===== src/rtl/fetch_pkg.sv =====
// Shared fetch-path definitions: aligner FSM encoding, RVC decode helpers and
// the canonical NOP used by the IF stage.
package fetch_pkg;

    localparam int unsigned XLEN    = 32;
    localparam int unsigned WADDR_W = 30;

    localparam logic [1:0]      RVC_MASK = 2'b11;
    localparam logic [XLEN-1:0] NOP      = 32'h00000013;

    typedef enum logic {
        FA_IDLE = 1'b0,
        FA_BUSY = 1'b1
    } fa_state_t;

    // One fetched word in instruction order, split into its two halfwords
    typedef struct packed {
        logic [15:0] hi;
        logic [15:0] lo;
    } fetch_word_t;

    // ICACHE returns little-endian bytes; the aligner works on swapped words
    function automatic logic [XLEN-1:0] byte_swap(input logic [XLEN-1:0] d);
        return {d[7:0], d[15:8], d[23:16], d[31:24]};
    endfunction

    function automatic logic is_rvc(input logic [15:0] half);
        return (half[1:0] & RVC_MASK) != RVC_MASK;
    endfunction

endpackage


===== src/rtl/fetch_word_buffer.sv =====
// Single-entry word buffer for the fetch aligner: tag/data/valid registers,
// two tag compare ports and one write port.
module fetch_word_buffer
    import fetch_pkg::*;
(
    input  logic               clk,
    input  logic               rst_n,
    input  logic               wr_en,
    input  logic [WADDR_W-1:0] wr_tag,
    input  logic [XLEN-1:0]    wr_data,
    input  logic [WADDR_W-1:0] tag_a,
    input  logic [WADDR_W-1:0] tag_b,
    output logic               hit_a,
    output logic               hit_b,
    output logic [XLEN-1:0]    data
);

    logic               valid;
    logic [WADDR_W-1:0] tag;

    // Newest completed word always replaces the entry
    always_ff @(posedge clk) begin
        if (!rst_n) begin
            valid <= 1'b0;
            tag   <= '0;
            data  <= '0;
        end else if (wr_en) begin
            valid <= 1'b1;
            tag   <= wr_tag;
            data  <= wr_data;
        end
    end

    assign hit_a = valid && (tag == tag_a);
    assign hit_b = valid && (tag == tag_b);

endmodule


===== src/rtl/fetch_aligner.sv =====
// Instruction fetch aligner: turns the IF byte PC into ICACHE word requests and
// assembles whole 16/32-bit instructions from the buffer and the cache bypass.
module fetch_aligner
    import fetch_pkg::*;
(
    input  logic               clk,
    input  logic               rst_n,
    input  logic [XLEN-1:0]    pc,
    output logic               ready,
    output logic               compressed,
    output logic [XLEN-1:0]    inst,
    input  logic               ICACHE_stall,
    output logic               ICACHE_ren,
    output logic               ICACHE_wen,
    output logic [WADDR_W-1:0] ICACHE_addr,
    input  logic [XLEN-1:0]    ICACHE_rdata,
    output logic [XLEN-1:0]    ICACHE_wdata
);

    fa_state_t          state;
    logic [WADDR_W-1:0] req_addr;

    logic [WADDR_W-1:0] word_addr;
    logic [WADDR_W-1:0] next_addr;
    logic               half_sel;
    logic               unused_pc_lsb;

    logic               hit_w;
    logic               hit_w1;
    fetch_word_t        buf_word;
    fetch_word_t        rd_word;

    logic               want_req;
    logic [WADDR_W-1:0] want_addr;
    logic               req_en;
    logic               req_done;
    logic [WADDR_W-1:0] req_cur;

    logic               avail_w;
    logic               avail_w1;
    fetch_word_t        src_w;
    fetch_word_t        src_w1;
    logic [15:0]        half;
    logic               rvc;
    logic               ready_c;

    assign word_addr     = pc[XLEN-1:2];
    assign next_addr     = word_addr + WADDR_W'(1);
    assign half_sel      = pc[1];
    assign unused_pc_lsb = pc[0];
    assign rd_word       = byte_swap(ICACHE_rdata);

    fetch_word_buffer u_buf (
        .clk     (clk),
        .rst_n   (rst_n),
        .wr_en   (req_done),
        .wr_tag  (req_cur),
        .wr_data (rd_word),
        .tag_a   (word_addr),
        .tag_b   (next_addr),
        .hit_a   (hit_w),
        .hit_b   (hit_w1),
        .data    (buf_word)
    );

    // Request selection: missing W first, then W+1 for a straddling 32-bit op
    always_comb begin
        want_req  = 1'b0;
        want_addr = word_addr;
        if (!hit_w) begin
            want_req = 1'b1;
        end else if (half_sel && !is_rvc(buf_word.hi) && !hit_w1) begin
            want_req  = 1'b1;
            want_addr = next_addr;
        end
        req_en   = rst_n && ((state == FA_BUSY) || want_req);
        req_cur  = (state == FA_BUSY) ? req_addr : want_addr;
        req_done = req_en && !ICACHE_stall;
    end

    // Assembly: each needed word comes from the buffer or the completing request
    always_comb begin
        avail_w  = hit_w  || (req_done && (req_cur == word_addr));
        avail_w1 = hit_w1 || (req_done && (req_cur == next_addr));
        src_w    = hit_w  ? buf_word : rd_word;
        src_w1   = hit_w1 ? buf_word : rd_word;
        half     = half_sel ? src_w.hi : src_w.lo;
        rvc      = is_rvc(half);
        ready_c  = rst_n && avail_w && (rvc || !half_sel || avail_w1);

        inst       = '0;
        compressed = 1'b0;
        if (ready_c) begin
            compressed = rvc;
            if (rvc) begin
                inst = {16'h0000, half};
            end else if (half_sel) begin
                inst = {src_w1.lo, half};
            end else begin
                inst = src_w;
            end
        end
    end

    // Request FSM: a stalled request is pinned to req_addr until it completes
    always_ff @(posedge clk) begin
        if (!rst_n) begin
            state    <= FA_IDLE;
            req_addr <= '0;
        end else begin
            case (state)
                FA_IDLE: begin
                    if (req_en && ICACHE_stall) begin
                        state    <= FA_BUSY;
                        req_addr <= want_addr;
                    end
                end
                FA_BUSY: begin
                    if (!ICACHE_stall) begin
                        state <= FA_IDLE;
                    end
                end
                default: state <= FA_IDLE;
            endcase
        end
    end

    assign ready        = ready_c;
    assign ICACHE_ren   = req_en;
    assign ICACHE_addr  = req_en ? req_cur : '0;
    assign ICACHE_wen   = 1'b0;
    assign ICACHE_wdata = '0;

endmodule


===== config.mk =====
export PLATFORM = sky130hd
export DESIGN_NAME = fetch_aligner
export DESIGN_NICKNAME = d
export VERILOG_FILES = /design/src/rtl/fetch_pkg.sv /design/src/rtl/fetch_word_buffer.sv /design/src/rtl/fetch_aligner.sv
export SDC_FILE = /design/constraint.sdc
export NUM_CORES = 1
export LEC_CHECK = 0
export CAP_MARGIN = 20
export CORE_ASPECT_RATIO = 1.25
export CORE_MARGIN = 2
export CORE_UTILIZATION = 48
export DETAILED_ROUTE_END_ITERATION = 8
export PLACE_DENSITY = 0.79
export SYNTH_ARGS = -nofsm -noshare
export SYNTH_HDL_FRONTEND = slang
export SYNTH_SLANG_ARGS = --single-unit

===== constraint.sdc =====
create_clock -name clk -period 4.4 [get_ports clk]
set_input_delay 0.88 -clock clk [delete_from_list [all_inputs] [get_ports clk]]
set_output_delay 0.88 -clock clk [all_outputs]
set_load 0.02 [all_outputs]

==> results.json <==
{
  "failed_checks": "negative setup slack",
  "maxSlewViolCount": 0,
  "h-tree-depth": 3,
  "antenna_found_initial": 0,
  "synth_area_leader_cell": "dfxtp_1",
  "wl_met2_um": 17200,
  "p_sw_share_pct": 34.7,
  "synth_top_family_by_area": "simple AND/OR/NAND/NOR gates",
  "power_frac_seq_pct": 35.2,
  "initial_core_util_pct": 48.6,
  "cts.sinks": 94,
  "die_h_um": 147,
  "ir_drop_v": 0.000163,
  "r2r_end": "req_addr[22]",
  "grt_first_pass_wirelength_um": 47300,
  "fin_crit_sh_pct": 111,
  "switching_power_w": 0.000950,
  "ys_seq_elements": 94,
  "hp-class": "register to register",
  "finalSetupViolCount": 59,
  "die-area_sq_um": 17300,
  "cp.required_ps": 3520,
  "drv_cap": 0,
  "post-place-ws_ps": -1620,
  "clk_pin_slew_worst_paths_ps": 70,
  "holdBufCountCts": 0,
  "tightest_slew_ps": 772,
  "synth.distinct_cells": 69,
  "worst-r2r-cell-count": 13,
  "ff2ff_setup_slack_ps": 1070,
  "fmaxAchievable_ghz": 0.204,
  "crit_type": "primary input to primary output",
  "rsz0062_at_grt": "yes",
  "synth-main-ff-cell": "dfxtp_1",
  "syn_inst": 1054,
  "synth_top_area_share_pct": 24.1,
  "fin_ws_ps": -505,
  "end_kind": "primary output",
  "drive_gt1_share_pct": 41.5,
  "p_per_area_nw_per_um2": 214,
  "numCtsBuffers": 9,
  "viasPerCell": 5.91,
  "path_max_fanout": 7,
  "status": "complete, but fails checks",
  "grt_use_total_pct": 34.6,
  "avgSynthCellArea_sq_um": 7.40,
  "synth_edf_count": 0,
  "stdcell_count": 1615,
  "vias": 9551,
  "drc": 0,
  "antenna_left": 0,
  "place_congestion": 1.07,
  "cts_root_buffer": "clkbuf_16",
  "synth_xor_area_share_pct": 13.1,
  "synth-seq-area-share_pct": 24.1,
  "synth_area_sq_um": 7800,
  "fill_cells": 1094,
  "met3_length_um": 2070,
  "portBuffers": 130,
  "diodes": 0,
  "synthMuxAreaShare_pct": 11.2,
  "drt_iter0_markers": 955,
  "highest_layer": "met4",
  "nets": 1463,
  "slowest_stage": "or4_4",
  "skew_ps": 11.2,
  "whs_endpoint": "u_buf.data[25]",
  "internal-power_w": 0.00179,
  "cp_cell_sequence": "buf_8, nand4_1, buf_4, or4_4, or4_4, a22oi_2, nand4_1, buf_4, nor4_4, buf_4, a211oi_4, nand2b_4, buf_12, buf_4, a211oi_4, buf_6",
  "post_drt_wl_per_cell_um": 21.1,
  "p_total_w": 0.00274,
  "comb_power_share_pct": 35.6,
  "cts_tree": "yes",
  "clkPwrFrac_pct": 29.2,
  "syn_to_final_growth_pct": 64.0,
  "synth_compound_area_share_pct": 12.6,
  "dp_hpwl_um": 22900,
  "fp-row-count": 52,
  "wl_met1_um": 12500,
  "cp_slowest_stage_delay_ps": 520,
  "yosysWarnings": 0,
  "die_w_um": 118,
  "crit_top_cell": "buf_4",
  "hold-path-cell-count": 2,
  "synth-simple-area-share_pct": 30.2,
  "grt_max_degree": 64,
  "p_leak_nw": 5.63,
  "whs_ps": 455,
  "synthAdderAreaFrac_pct": 0.160,
  "period_needed_ps": 4900,
  "core_region_area_sq_um": 16100,
  "routed_wl_um": 34000,
  "synthTopCellsByArea": "dfxtp_1 24%, mux2i_1 8.7%, xnor2_1 8.1%, nand2_1 7.5%, nand3_1 5.3%",
  "first_pass_iters": 5,
  "finalHoldViolations": 0,
  "worstSkewPairLatency_ps": 360,
  "grt.overflow.total": 0,
  "place_inst": 1520,
  "cp-start-kind": "primary input",
  "pin_count": 165,
  "max-slew-margin-rel_pct": 48.5,
  "ys_async_sr_fraction_pct": 0,
  "tns_ps": -16980,
  "min-delay-start": "u_buf.data[25]",
  "clockBufferDepth": 2,
  "grt_pass1_vias": 8626,
  "worstPathArrival_ps": 4020,
  "r2r_start": "u_buf.tag[1]"
}
[what timing repair did]
item / in CTS / in global routing
endpoints found under the hold margin: 0 / 0
pin swaps: 53 / 101
setup endpoints to repair: 65 / 65
setup buffers: 26 / 52
cloned: 5 / 3
resized for setup: 412 / 299
[cell usage after synthesis (6+ instances only)]
master / number
a211oi_1: 6
a21oi_1: 13
a311oi_2: 9
a31oi_1: 15
and2_1: 7
and3_1: 25
and4_1: 6
buf_1: 11
buf_2: 18
buf_4: 36
clkbuf_1: 48
dfxtp_1: 94
inv_1: 14
mux2_2: 15
mux2i_1: 68
nand2_1: 155
nand3_1: 82
nand4_1: 30
nor2_1: 107
nor3_1: 18
nor4_1: 15
o21ai_0: 56
or3_1: 8
or4_1: 7
xnor2_1: 72
xor2_1: 45
[cell type report]
| type | count | area [sq um] | area share (%) |
|---|---|---|---|
| Inverter | 16 | 67.6 | 0.528 |
| Tap cell | 216 | 270 | 2.11 |
| Timing Repair Buffer | 408 | 3670 | 28.7 |
| Sequential cell | 94 | 1880 | 14.7 |
| Clock inverter | 5 | 58.8 | 0.459 |
| Clock buffer | 10 | 229 | 1.79 |
| Multi-Input combinational cell | 863 | 6590 | 51.5 |
| Timing Repair inverter | 3 | 31.3 | 0.244 |
[how the worst max path moves through the flow]
stage	cells past startpoint	to	from	slack, ps
final	16	inst[8]	pc[20]	-500
after global routing	19	inst[29]	pc[24]	-630
after CTS	14	inst[6]	pc[24]	-470
after detailed placement	15	inst[12]	pc[3]	-1620
after global placement	15	inst[13]	pc[3]	-1610
after floorplan	12	inst[24]	pc[15]	-150
[critical path, delay by kind of cell]
family	cells	cell delay (ps)
buffers and inverters	7	1090
AND/OR/NAND/NOR	6	1680
AO/OA/AOI/OAI	3	370
[kinds of logic (layout without fill, tap and decap cells)]
logic type,after synthesis,after routing
compound gates,142,142
xor+xnor,117,117
fa+ha+maj,1,1
buf+inv,131,442
flops,94,94
mux,84,85
other cells,1,33
simple gates,484,485
[power by group through the flow]
stage | registers, W | clock network (W) | logic, W
2_1_floorplan | 0.000957 | 0 | 0.000481
3_5_place_dp | 0.000969 | 0 | 0.000823
6_report | 0.000962 | 0.000799 | 0.000975
3_3_place_gp | 0.000966 | 0 | 0.000812
5_1_grt | 0.000967 | 0.000841 | 0.00102
4_1_cts | 0.000956 | 0.000802 | 0.000866
[cell usage in the layout, fill, tap and decap left out, types with 19 or more instances in the layout]
master and instances:
conb_1 33, buf_6 78, xnor2_2 19, nand2_2 19
nand2_1 134, buf_4 251, nand3_1 76, xor2_1 34
nor2_1 90, xnor2_1 49, mux2i_1 67, clkdlybuf4s50_1 34
dfxtp_1 94, nand4_1 30, o21ai_0 53
[metrics by stage]
| step | utilization (%) | area, sq um |
|---|---|---|
| CTS | 73.4 | 11800 |
| global placement | 67.3 | 10800 |
| detailed placement | 67.3 | 10800 |
| finish | 79.6 | 12800 |
| global route | 79.6 | 12800 |
| floorplan | - | 8320 |
[registers in the layout (all words and copies together) (netlist names)]
register,flops
state,1
u_buf.tag,30
u_buf.valid,1
req_addr,30
u_buf.data,32
[per-layer routing]
layer / track usage (%) / vias to the layer above
met2: 62.6 / 509
met1: 38.6 / 4550
met5: 0 / -
li1: - / 4329
met4: 18.8 / 0
met3: 5.70 / 163
(Power assumes the default switching activity.)
